**src/rtl/canon_sequencer_if.sv**
```systemverilog
// Control, note-ROM and note-stream signals of canon_sequencer.
// The master side drives control and ROM data. The slave side is the sequencer.
interface canon_sequencer_if #(
  parameter int VOICES = 3,
  parameter int ROM_AW = 9
);
  logic              start;
  logic              stop;
  logic              loop_en;
  logic [VOICES-1:0] voice_en;
  logic [ROM_AW-1:0] rom_addr;
  logic [6:0]        rom_data;
  logic              note_valid;
  logic [2:0]        note_slot;
  logic [4:0]        note_code;
  logic [6:0]        crotchet;
  logic              busy;
  logic              done;

  modport master (
    output start, stop, loop_en, voice_en, rom_data,
    input  rom_addr, note_valid, note_slot, note_code, crotchet, busy, done
  );

  modport slave (
    input  start, stop, loop_en, voice_en, rom_data,
    output rom_addr, note_valid, note_slot, note_code, crotchet, busy, done
  );
endinterface

```
**src/rtl/canon_sequencer.sv**
```systemverilog
// Multi-voice canon sequencer: one bass slot plus VOICES lagging voices share a
// single note ROM through a round-robin slot counter, emitting tagged note codes.
module canon_sequencer #(
  parameter int VOICES        = 3,
  parameter int ROM_AW        = 9,
  parameter int BEAT_W        = 22,
  parameter int VOICE_LAG     = 8,
  parameter int LOOP_START    = 8,
  parameter int LOOP_END      = 287,
  parameter int BASS_BASE     = 504,
  parameter int BASS_LEN_LOG2 = 3
) (
  input logic              clk,
  input logic              rst_n,
  canon_sequencer_if.slave bus
);

  typedef enum logic {IDLE = 1'b0, PLAY = 1'b1} state_t;
  typedef logic [ROM_AW-1:0] addr_t;

  localparam addr_t      LOOP_START_A = addr_t'(LOOP_START);
  localparam addr_t      LOOP_END_A   = addr_t'(LOOP_END);
  localparam addr_t      BASS_BASE_A  = addr_t'(BASS_BASE);
  localparam logic [2:0] LAST_SLOT    = 3'(VOICES);

  // Voice i enters VOICE_LAG*(i-1) entries behind voice 1, wrapping below zero.
  function automatic addr_t ptr_init(input int voice);
    return addr_t'(LOOP_START - VOICE_LAG * (voice - 1));
  endfunction

  // Mask of sub-beat bits that must be zero for the note to end.
  function automatic logic [2:0] dur_decode(input logic [1:0] code);
    case (code)
      2'b00:   return 3'b000;
      2'b01:   return 3'b001;
      2'b10:   return 3'b111;
      default: return 3'b011;
    endcase
  endfunction

  state_t            state_q, state_d;
  logic              enter, run, busy_c, done_c;
  logic              all_fin, sub_pulse, muted;
  logic [2:0]        slot_q;
  logic [BEAT_W-1:0] tick_q;
  logic [2:0]        sub_q, sub_next;
  logic [6:0]        crotchet_q;
  addr_t             addr_c;

  addr_t             ptr_q      [1:VOICES];
  logic [2:0]        dur_mask_q [1:VOICES];
  logic [VOICES:1]   pending_q;
  logic [VOICES:1]   fin_q;

  logic              note_valid_q;
  logic [2:0]        note_slot_q;
  logic [4:0]        note_code_q;

  assign all_fin = &fin_q;

  // ---------------------------------------------------------------- FSM
  // NOTE: state is updated with <= so every flop samples pre-edge values;
  // a blocking = here would create order-dependent races between processes.
  always_ff @(posedge clk or negedge rst_n) begin
    if (!rst_n) state_q <= IDLE;
    else        state_q <= state_d;
  end

  // NOTE: state_d gets a default before the case so no path leaves it
  // unassigned, which would otherwise infer a latch.
  always_comb begin
    state_d = state_q;
    case (state_q)
      IDLE:    if (bus.start && !bus.stop) state_d = PLAY;
      PLAY:    if (bus.stop || all_fin)    state_d = IDLE;
      default: state_d = IDLE;
    endcase
  end

  // run excludes the leaving cycle so everything freezes the moment we stop.
  always_comb begin
    enter  = (state_q == IDLE) && (state_d == PLAY);
    run    = (state_q == PLAY) && (state_d == PLAY);
    busy_c = (state_q == PLAY);
    done_c = (state_q == PLAY) && all_fin;
  end

  // ------------------------------------------------------ slot and beats
  assign sub_pulse = run && (&tick_q);
  assign sub_next  = sub_q + 3'd1;

  always_ff @(posedge clk or negedge rst_n) begin
    if (!rst_n) begin
      slot_q     <= '0;
      tick_q     <= '0;
      sub_q      <= '0;
      crotchet_q <= '0;
    end else begin
      slot_q <= (run && slot_q != LAST_SLOT) ? slot_q + 3'd1 : 3'd0;
      if (enter) begin
        tick_q     <= '0;
        sub_q      <= '0;
        crotchet_q <= '0;
      end else if (run) begin
        tick_q <= tick_q + BEAT_W'(1);
        if (sub_pulse) begin
          sub_q <= sub_next;
          if (sub_q == 3'd7) crotchet_q <= crotchet_q + 7'd1;
        end
      end
    end
  end

  // -------------------------------------------------------------- voices
  // NOTE: the per-voice arrays are small and reset explicitly, because the
  // pointers must hold their entry values straight out of reset.
  always_ff @(posedge clk or negedge rst_n) begin
    if (!rst_n) begin
      for (int i = 1; i <= VOICES; i++) begin
        ptr_q[i]      <= ptr_init(i);
        dur_mask_q[i] <= '0;
      end
      pending_q <= '0;
      fin_q     <= '0;
    end else if (enter) begin
      for (int i = 1; i <= VOICES; i++) begin
        ptr_q[i]      <= ptr_init(i);
        dur_mask_q[i] <= '0;
      end
      pending_q <= '0;
      fin_q     <= '0;
    end else if (run) begin
      for (int i = 1; i <= VOICES; i++) begin
        if (slot_q == 3'(i)) begin
          dur_mask_q[i] <= dur_decode(bus.rom_data[6:5]);
          if (pending_q[i]) begin
            if (ptr_q[i] == LOOP_END_A) begin
              if (bus.loop_en) ptr_q[i] <= LOOP_START_A;
              else             fin_q[i] <= 1'b1;
            end else begin
              ptr_q[i] <= ptr_q[i] + addr_t'(1);
            end
          end
        end
        // A fresh sub-beat request outranks the clear of one just consumed.
        if (sub_pulse && ((sub_next & dur_mask_q[i]) == 3'b000))
          pending_q[i] <= 1'b1;
        else if (slot_q == 3'(i))
          pending_q[i] <= 1'b0;
      end
    end
  end

  // ------------------------------------------------ ROM address and mute
  always_comb begin
    addr_c = BASS_BASE_A + addr_t'(crotchet_q[BASS_LEN_LOG2-1:0]);
    muted  = 1'b0;
    for (int i = 1; i <= VOICES; i++) begin
      if (slot_q == 3'(i)) begin
        addr_c = ptr_q[i];
        muted  = !bus.voice_en[i-1];
      end
    end
  end

  // -------------------------------------------------------- note output
  always_ff @(posedge clk or negedge rst_n) begin
    if (!rst_n) begin
      note_valid_q <= 1'b0;
      note_slot_q  <= '0;
      note_code_q  <= '0;
    end else if (run) begin
      note_valid_q <= 1'b1;
      note_slot_q  <= slot_q;
      note_code_q  <= muted ? 5'd0 : bus.rom_data[4:0];
    end else begin
      note_valid_q <= 1'b0;
      note_slot_q  <= '0;
      note_code_q  <= '0;
    end
  end

  assign bus.rom_addr   = addr_c;
  assign bus.note_valid = note_valid_q;
  assign bus.note_slot  = note_slot_q;
  assign bus.note_code  = note_code_q;
  assign bus.crotchet   = crotchet_q;
  assign bus.busy       = busy_c;
  assign bus.done       = done_c;

endmodule

```
**src/flat_wrapper.sv**
```systemverilog
// flat-port wrapper written by rule: the top's interface ports become plain ports
module canon_sequencer_flat 
#(
  parameter int VOICES        = 3,
  parameter int ROM_AW        = 9,
  parameter int BEAT_W        = 22,
  parameter int VOICE_LAG     = 8,
  parameter int LOOP_START    = 8,
  parameter int LOOP_END      = 287,
  parameter int BASS_BASE     = 504,
  parameter int BASS_LEN_LOG2 = 3
)
  (clk, rst_n, bus_start, bus_stop, bus_loop_en, bus_voice_en, bus_rom_data, bus_rom_addr, bus_note_valid, bus_note_slot, bus_note_code, bus_crotchet, bus_busy, bus_done);
  canon_sequencer_if #(.VOICES(VOICES), .ROM_AW(ROM_AW)) bus_i ();
  input logic clk;
  input logic rst_n;
  input wire logic [$bits(bus_i.start)-1:0] bus_start;
  input wire logic [$bits(bus_i.stop)-1:0] bus_stop;
  input wire logic [$bits(bus_i.loop_en)-1:0] bus_loop_en;
  input wire logic [$bits(bus_i.voice_en)-1:0] bus_voice_en;
  input wire logic [$bits(bus_i.rom_data)-1:0] bus_rom_data;
  output wire logic [$bits(bus_i.rom_addr)-1:0] bus_rom_addr;
  output wire logic [$bits(bus_i.note_valid)-1:0] bus_note_valid;
  output wire logic [$bits(bus_i.note_slot)-1:0] bus_note_slot;
  output wire logic [$bits(bus_i.note_code)-1:0] bus_note_code;
  output wire logic [$bits(bus_i.crotchet)-1:0] bus_crotchet;
  output wire logic [$bits(bus_i.busy)-1:0] bus_busy;
  output wire logic [$bits(bus_i.done)-1:0] bus_done;
  assign bus_i.start = bus_start;
  assign bus_i.stop = bus_stop;
  assign bus_i.loop_en = bus_loop_en;
  assign bus_i.voice_en = bus_voice_en;
  assign bus_i.rom_data = bus_rom_data;
  assign bus_rom_addr = bus_i.rom_addr;
  assign bus_note_valid = bus_i.note_valid;
  assign bus_note_slot = bus_i.note_slot;
  assign bus_note_code = bus_i.note_code;
  assign bus_crotchet = bus_i.crotchet;
  assign bus_busy = bus_i.busy;
  assign bus_done = bus_i.done;
  canon_sequencer #(.VOICES(VOICES), .ROM_AW(ROM_AW), .BEAT_W(BEAT_W), .VOICE_LAG(VOICE_LAG), .LOOP_START(LOOP_START), .LOOP_END(LOOP_END), .BASS_BASE(BASS_BASE), .BASS_LEN_LOG2(BASS_LEN_LOG2)) u_core (.clk(clk), .rst_n(rst_n), .bus(bus_i));
endmodule
```
**config.mk**
```make
export PLATFORM = sky130hd
export DESIGN_NAME = canon_sequencer_flat
export DESIGN_NICKNAME = d
export VERILOG_FILES = /design/src/rtl/canon_sequencer_if.sv /design/src/rtl/canon_sequencer.sv /design/src/flat_wrapper.sv
export SDC_FILE = /design/constraint.sdc
export NUM_CORES = 1
export LEC_CHECK = 0
export BUFFER_PORTS_ARGS = -buffer_cell sky130_fd_sc_hd__buf_2
export CORE_ASPECT_RATIO = 2
export CORE_MARGIN = 5
export CORE_UTILIZATION = 48
export DETAILED_ROUTE_END_ITERATION = 7
export PLACE_DENSITY = 0.76
export SYNTH_ARGS = -nofsm -noshare
export SYNTH_HDL_FRONTEND = slang
export SYNTH_SLANG_ARGS = --single-unit
```
**constraint.sdc**
```tcl
create_clock -name clk -period 1.77 [get_ports clk]
set_input_delay 0.177 -clock clk [delete_from_list [all_inputs] [get_ports clk]]
set_output_delay 0.177 -clock clk [all_outputs]
set_load 0.05 [all_outputs]
```
==> out/qor.yml, run 1 <==
route:
  vias: 6082
  remaining_drc_errors: 0
  first_iter_violations: 782
  avgRoutedWirePerCell_um: 28.4
  wl_mm: 24.3
  dr.pass1.iters: 6
  vias_per_cell: 7.13
  ant_nets: 0
synth:
  synth_edf_count: 0
  yosys_warnings: 0
  synth-main-ff-cell: "dfrtp_1"
  synth_seq_area_share_pct: 44.8
  async_flop_share_pct: 100
  synth_area_mm2: 0.00488
  syn_inst: 523
  avgSynthCellArea_um2: 9.34
  synth.distinct_cells: 62
  syn_nets: 549
  ys_ff_latch: 87
min_path:
  holdPathStages: 2
  hp-start: "bus_rom_data[0]"
  hp-class: "in2reg"
  worstHoldEndpoint: "u_core.bus.note_code[0]"
floorplan:
  core-area_mm2: 0.0100
  rows: 52
  io_pins: 42
  die_height_um: 153
  start_util_pct: 48.7
  dieArea_mm2: 0.0124
  dieWidth_um: 81.3
final_layout:
  stdcell_area_mm2: 0.00798
  nNetsFinal: 739
  drive_gt1_share_pct: 51.0
  final_cell_mix: "buf_4, dfrtp_1, nand2_1"
  final_common_cell: "buf_4"
  fin_util_pct: 79.6
  area_growth_pct: 63.4
  n_antenna_cell: 0
worst_setup_path:
  r2r_end: "u_core.ptr_q[16]"
  path_class: "reg2reg"
  reg2regPathDepth: 8
  r2r-start: "u_core.slot_q[0]"
  regToRegSetupSlack_ps: -640
  critical_path.startpoint_type: "register"
  end_kind: "register"
  cp.arrival_ps: 2640
  worstPathRequired_ps: 2000
  cp_max_fo: 4
sta:
  tightest_slew_ps: 524
  relSlewSlack_pct: 65.1
  rsz0062_at_grt: "yes"
  fmax_ghz: 0.414
  worst_slack_ps: -643
  timing_hold_violations_final: 0
  drv_slew: 0
  fin_crit_ps: 2410
  finalSetupViolCount: 87
  finalClockSkew_ps: 14.1
  min_period_over_period_pct: 136
pwr:
  vdd_drop_max_v: 0.000825
  p_leak_nw: 3.45
  power_density_mw_per_mm2: 764
place:
  io_buffers: 41
  dpl.hpwl_mm: 11.3
  dpl-instance-area_mm2: 0.00611
  gp_congestion: 0.892
job:
  max-cap-violations: 0
global_routing:
  grt_pass1_wl_mm: 27.8
  grt_pass1_vias: 5466
  antenna_found_initial: 1
  grt_max_degree: 38
  grt_overflow: 0
  grt_usage_pct: 29.4
clock_network:
  clk_latency_ps: 360
  cts_inserted_buffers: 9
  clock-sinks: 87
  root_buffer: "clkbuf_16"
  clkTransAtPathRegs_ps: 70
  h-tree-depth: 3
  cts_tree: "done"
  cts_buffer_depth: 2
run_status:
  status: "finished, violations left"
  failed_checks: "negative setup slack"
==> critical path, cell delays in order, from the launching register on <==
cell,delay [ps]
dfrtp_2,460
inv_2,100
ha_4,160
buf_4,110
nand3b_1,320
a2111oi_4,550
buf_4,230
nand2_4,80
o41ai_2,290
==> registers in the layout (all words and copies together), names as in the netlist, 5 cells and up <==
register / cells
u_core.ptr_q: 27
u_core.tick_q: 22
u_core.dur_mask_q: 9
u_core.bus.crotchet: 7
u_core.bus.note_code: 5
==> worst max path at each step <==
stage,startpoint,end,slack (ps)
finish,u_core.slot_q[0],u_core.ptr_q[16],-640
global route,u_core.slot_q[0],u_core.ptr_q[16],-650
CTS,u_core.slot_q[1],bus_rom_addr[0],-250
detailed placement,u_core.fin_q[3],u_core.bus.crotchet[1],-200
global placement,u_core.fin_q[3],u_core.bus.crotchet[1],-160
floorplan,u_core.bus.busy,u_core.tick_q[13],-310
==> stage by stage <==
step	power (W)	TNS, ps	worst slack, ps	instances	hold WS [ps]
floorplan	0.00292	-7450	-308	523	-119
global placement	0.00332	-3300	-165	774	50.5
detailed placement	0.00337	-5010	-201	774	51.8
CTS	0.00555	-4340	-250	815	25.9
global route	0.00625	-17030	-649	853	32.7
finish	0.00609	-14810	-643	853	19.3
==> cell usage after synthesis, drive strengths merged (3+ instances only) <==
cell type  count  area share, %
or4           17            2.6
or2            3           0.38
clkbuf        22            1.7
nor2          23            1.8
dfrtp         80             41
nor4          12            1.5
o2bb2ai        3           0.54
a311oi         4           0.72
o21ai         24            2.5
mux2           9            2.1
and4           9            1.6
a222oi         3           0.61
nor3           7           0.82
nor3b          3           0.46
a22o           4           0.72
nor4b          3           0.54
a31oi          3           0.38
a21oi         34            3.5
nand2b         9            1.2
o31ai         22            3.4
o41ai          5           0.90
o22a           4           0.72
inv           24            1.8
ha            11            2.8
o22ai         12            1.5
dfstp          7            3.8
or3            5           0.64
nand4         22            3.1
nand3         21            2.2
and3           6           0.77
o211ai         5           0.77
mux2i         10            2.0
nand2         55            4.2
nand3b         3           0.46
and2           9            1.2
buf            4           0.51
==> cells by family after synthesis <==
family                     after synthesis  synth area share [%]
and+or+nand+nor                        212                  24.3
AOI/OAI and AO/OA                      141                  19.5
DFF                                     87                  44.8
buffers and inverters                   51                  4.12
muxes                                   19                  4.13
adders and majority gates               11                  2.82
xor gates and xnor gates                 2                 0.359
==> final cells by class <==
| cell class | instances | area [um2] |
|---|---|---|
| multi-input cells | 385 | 3480 |
| flip-flops and latches | 87 | 2190 |
| fillers | 524 | 2040 |
| repair buffers | 205 | 1730 |
| clock buffers | 9 | 225 |
| well taps | 135 | 169 |
| inverters | 25 | 98.8 |
| clock inverters | 7 | 87.6 |
==> timing repair <==
action	CTS	global route
hold endpoints to repair	48	0
gates cloned	0	1
gates resized for setup	105	133
buffers inserted	24	39
setup endpoints to repair	62	74
hold buffers	1	0
pin swaps	39	55
==> layer usage <==
layer / global-route usage (%) / wire, um
met4: 22.3 / 2660
met3: 3.61 / 2230
met5: 0 / 0
met1: 30.5 / 7350
met2: 51.2 / 12000
==> power breakdown <==
group	switching (W)	internal, W	leakage, nW	total [W]
Combinational	0.000824	0.000680	2.15	0.00150
Clock	0.000905	0.00123	0.155	0.00213
Sequential	0.000281	0.00218	1.14	0.00246
Total	0.00201	0.00409	3.45	0.00609
Note: power is estimated with default switching activity, not from simulation.
==> run 2, diff against run 1 <==
PLACE_DENSITY = default   (was 0.76)
PLACE_DENSITY_LB_ADDON = 0.1   (was default)
==> out/qor.yml, run 2 (synthesis results as in run 1) <==
route:
  wl_mm: 17.4
  dr.pass1.iters: 5
  ant_nets: 0
  vias_per_cell: 6.19
  avgRoutedWirePerCell_um: 20.9
  first_iter_violations: 218
  remaining_drc_errors: 0
  vias: 5146
sta:
  finalSetupViolCount: 44
  tightest_slew_ps: 528
  worst_slack_ps: -226
  timing_hold_violations_final: 0
  min_period_over_period_pct: 113
  relSlewSlack_pct: 64.8
  fmax_ghz: 0.501
  hold_slack_ps: 36.1
  rsz0062_at_grt: "yes"
  finalClockSkew_ps: 4.59
  drv_slew: 0
  fin_crit_ps: 2000
place:
  dpl.hpwl_mm: 11.7
  dp_slack_ps: -231
  io_buffers: 41
  gp_congestion: 0.846
  dpl-instance-area_mm2: 0.00615
pwr:
  p_seq_share_pct: 42.1
  internal_power_w: 0.00391
  switchingPower_w: 0.00175
  power_w: 0.00566
  combPwrFrac_pct: 23.6
  switching_share_pct: 30.9
  p_leak_nw: 3.25
  power_frac_clock_pct: 34.3
  vdd_drop_max_v: 0.000582
  power_density_mw_per_mm2: 752
floorplan:
  io_pins: 42
  dieWidth_um: 81.3
  die_height_um: 153
  rows: 52
  dieArea_mm2: 0.0124
  start_util_pct: 48.7
  core-area_mm2: 0.0100
clock_network:
  clkTransAtPathRegs_ps: 60
  h-tree-depth: 3
  cts_inserted_buffers: 9
  clk_latency_ps: 340
  cts_tree: "done"
  clock-sinks: 87
  root_buffer: "clkbuf_16"
  cts_buffer_depth: 2
min_path:
  hp-class: "in2reg"
worst_setup_path:
  cp.arrival_ps: 1820
  path_class: "reg2out"
  crit_slowest_cell: "dfrtp_2"
  end_kind: "primary output"
  critical_path.startpoint_type: "register"
  critPathMostFrequentCell: "buf_6"
  worstPathRequired_ps: 1590
  max_stage_delay_ps: 420
  path_cells: "inv_2, ha_4, buf_6, or2_4, o22ai_4, o21ai_2, buf_6"
  cp_max_fo: 6
global_routing:
  grt_overflow: 0
  grt_usage_pct: 27.9
  grt_pass1_vias: 5286
  antenna_found_initial: 0
  grt_max_degree: 38
  grt_pass1_wl_mm: 26.4
final_layout:
  final_common_cell: "buf_4"
  drive_gt1_share_pct: 47.8
  top_regs: "u_core.ptr_q: 27 flops, u_core.tick_q: 22 flops, u_core.dur_mask_q: 9 flops"
  regMostFlops: "u_core.ptr_q"
  fin_util_pct: 75.1
  final_cell_mix: "buf_4, dfrtp_1, nand2_1"
  n_antenna_cell: 0
  largest_reg_flops: 27
  nNetsFinal: 717
  area_growth_pct: 54.1
  stdcell_area_mm2: 0.00753
run_status:
  status: "finished, violations left"
  failed_checks: "negative setup slack"
job:
  max-cap-violations: 0
==> run 2: timing repair <==
| action | CTS | global route |
|---|---|---|
| gates resized for setup | 114 | 60 |
| pin swaps | 41 | 21 |
| hold endpoints to repair | 28 | 0 |
| endpoints found under the setup margin | 52 | 74 |
| buffers inserted | 21 | 15 |
| cloned | 2 | 0 |
| hold buffers | 1 | 0 |
==> run 2: routing by layer <==
layer | up-vias | GRT usage, % | wire [um]
li1 | 2338 | - | -
met1 | 2524 | 28.2 | 5870
met4 | 0 | 19.6 | 1450
met3 | 100 | 3.67 | 648
met5 | - | 0 | 0
met2 | 184 | 49.9 | 9400
==> run 2: path summary, 6_finish.rpt <==
check	end	slack, ps	depth (start not counted)	start
min in group asynchronous	u_core.tick_q[4]	350	2	rst_n
max in group asynchronous	u_core.ptr_q[21]	730	3	rst_n
hold reg to reg	u_core.dur_mask_q[8]	510	1	u_core.dur_mask_q[8]
setup reg to reg	u_core.ptr_q[26]	-190	7	u_core.slot_q[1]
hold / removal	u_core.bus.note_code[4]	40	2	bus_rom_data[4]
setup / recovery	bus_rom_addr[5]	-230	7	u_core.slot_q[0]
==> run 2: layout make-up <==
| type | count | area [um2] |
|---|---|---|
| clock buffer | 9 | 225 |
| inverter | 25 | 98.8 |
| multi-input combinational | 386 | 3280 |
| sequential | 87 | 2190 |
| clock inverter | 7 | 72.6 |
| tap | 135 | 169 |
| fill | 716 | 2490 |
| timing repair buffer | 182 | 1490 |
==> run 2: power groups by stage <==
stage          clock, W  sequential, W  combinational, W
2_1_floorplan         0        0.00239          0.000531
3_3_place_gp          0        0.00237           0.00104
3_5_place_dp          0        0.00238           0.00107
4_1_cts         0.00198        0.00236           0.00124
5_1_grt         0.00205        0.00241           0.00142
6_report        0.00194        0.00238           0.00134
==> run 2: stage by stage <==
stage | setup TNS [ps] | instances
global placement | -2820 | 776
floorplan | -7450 | 523
CTS | -2950 | 816
detailed placement | -4550 | 776
finish | -4360 | 831
global route | -8050 | 831
==> run 2: worst max-delay path, delay by kind of cell, from the launching register on <==
family,cells,cell delay (ps)
DFF,1,420
buffers and inverters,3,340
and+or+nand+nor,1,320
AOI/OAI and AO/OA,2,210
adders and majority gates,1,160
==> run 3, diff against run 2 <==
==> constraint.sdc (replaced) <==
create_clock -name clk -period 1.77 [get_ports clk]
set_input_delay 0.2655 -clock clk [delete_from_list [all_inputs] [get_ports clk]]
set_output_delay 0.2655 -clock clk [all_outputs]
set_load 0.05 [all_outputs]
==> out/qor.yml, run 3 (synthesis results as in run 1) <==
route:
  drt-met1-wl_mm: 6.06
  remaining_drc_errors: 0
  ant_nets: 0
  vias: 5337
  wl_met2_mm: 10.3
  wl_mm: 18.2
  first_iter_violations: 410
  dr.pass1.iters: 5
  avgRoutedWirePerCell_um: 21.5
  vias_per_cell: 6.30
  dr_wl_met3_um: 709
  top_layer: "met4"
pwr:
  p_seq_share_pct: 41.7
  vdd_drop_max_v: 0.000828
  p_leak_nw: 3.38
  internal_power_w: 0.00391
  power_density_mw_per_mm2: 716
  power_w: 0.00573
  combPwrFrac_pct: 25.4
  power_frac_clock_pct: 32.8
  switchingPower_w: 0.00182
  switching_share_pct: 31.8
final_layout:
  regMostFlops: "u_core.ptr_q"
  area_growth_pct: 63.9
  final_cell_mix: "buf_4, dfrtp_1, buf_6"
  fillers: 635
  fin_util_pct: 79.9
  stdcell_count: 847
  drive_gt1_share_pct: 52.2
  nNetsFinal: 733
  top_regs: "u_core.ptr_q: 27 flops, u_core.tick_q: 22 flops, u_core.dur_mask_q: 9 flops"
  largest_reg_flops: 27
  final_common_cell: "buf_4"
  n_antenna_cell: 0
worst_setup_path:
  cp.arrival_ps: 1860
  path_cells: "buf_6, ha_4, or2_4, o22ai_4, o21ai_4, buf_6"
  end_kind: "primary output"
  critPathMostFrequentCell: "buf_6"
  max_stage_delay_ps: 410
  crit_start: "u_core.slot_q[1]"
  crit_slowest_cell: "dfrtp_1"
  r2r-start: "u_core.slot_q[1]"
  worstPathRequired_ps: 1500
  critical_path.startpoint_type: "register"
  path_class: "reg2out"
  cp_max_fo: 6
clock_network:
  h-tree-depth: 3
  clock-sinks: 87
  root_buffer: "clkbuf_16"
  cts_inserted_buffers: 9
  cts_buffer_depth: 2
  clkTransAtPathRegs_ps: 60
  cts_tree: "done"
  clk_latency_ps: 350
global_routing:
  grt_pass1_wl_mm: 27.1
  grt_max_degree: 35
  grt_usage_pct: 28.0
  antenna_found_initial: 0
  grt_pass1_vias: 5518
  grt_overflow: 0
floorplan:
  dieWidth_um: 81.3
  io_pins: 42
  dieArea_mm2: 0.0124
  core-area_mm2: 0.0100
  rows: 52
  start_util_pct: 48.7
  die_height_um: 153
run_status:
  status: "finished, violations left"
  failed_checks: "negative setup slack"
sta:
  worst_slack_ps: -353
  drv_slew: 0
  fin_crit_ps: 2120
  finalSetupViolCount: 56
  tightest_slew_ps: 465
  relSlewSlack_pct: 69.0
  fmax_ghz: 0.471
  finalClockSkew_ps: 8.23
  timing_hold_violations_final: 0
  min_period_over_period_pct: 120
  rsz0062_at_grt: "yes"
place:
  dpl.hpwl_mm: 11.9
  io_buffers: 41
  placed_cells: 789
  gp_congestion: 0.877
job:
  max-cap-violations: 0
min_path:
  hp-start: "bus_rom_data[2]"
  hp-class: "in2reg"
-- run 3: layout make-up --
type | instances | area [um2] | area share [%]
flip-flops and latches | 87 | 2190 | 27.4
clock buffers | 11 | 253 | 3.16
well taps | 135 | 169 | 2.11
repair buffers | 198 | 1700 | 21.2
multi-input cells | 386 | 3560 | 44.4
clock inverters | 5 | 41.3 | 0.516
inverters | 25 | 97.6 | 1.22
-- run 3: power by group through the flow --
stage          Sequential (W)  Clock [W]  Combinational, W
2_1_floorplan         0.00240          0          0.000542
6_report              0.00239    0.00188           0.00146
3_5_place_dp          0.00238          0           0.00110
4_1_cts               0.00236    0.00191           0.00128
5_1_grt               0.00240    0.00198           0.00155
3_3_place_gp          0.00238          0           0.00107
-- run 3: metrics by stage --
step / hold slack (ps) / area [um2] / TNS [ps] / setup slack (ps)
2_1_floorplan: -30.1 / 5170 / -7670 / -308
3_3_place_gp: 249 / 6290 / -5160 / -315
3_5_place_dp: 250 / 6290 / -7280 / -342
4_1_cts: 120 / 7350 / -4830 / -320
5_1_grt: 126 / 8000 / -11270 / -386
6_report: 126 / 8000 / -8550 / -353
-- run 3: final timing paths --
path | cells after the start | end | slack, ps
max | 6 | bus_rom_addr[4] | -350
min | 2 | u_core.bus.note_code[2] | 130
max reg2reg | 10 | u_core.ptr_q[6] | -290
min reg2reg | 1 | u_core.dur_mask_q[7] | 520
max in group asynchronous | 3 | u_core.ptr_q[21] | 680
min in group asynchronous | 2 | u_core.bus.note_code[0] | 420
-- run 3: worst max-delay path: cells and delay by family (launching register included) --
kind / cells / cell delay, ps
DFF: 1 / 410
and+or+nand+nor: 1 / 330
AOI/OAI and AO/OA: 2 / 280
adders and majority gates: 1 / 180
buffers and inverters: 2 / 300
-- run 3: metal layers --
metal / vias to the layer above / global-route usage [%]
met5: - / 0
met4: 0 / 18.5
met3: 92 / 3.43
met2: 212 / 50.9
met1: 2666 / 28.5
li1: 2367 / -
-- run 3: what timing repair did --
| action | CTS | global route |
|---|---|---|
| hold buffers | 1 | 0 |
| gates resized for setup | 132 | 110 |
| buffers inserted | 23 | 22 |
| pin swaps | 47 | 53 |
| hold endpoints to repair | 26 | 0 |
| endpoints found under the setup margin | 67 | 74 |
| gates cloned | 2 | 1 |
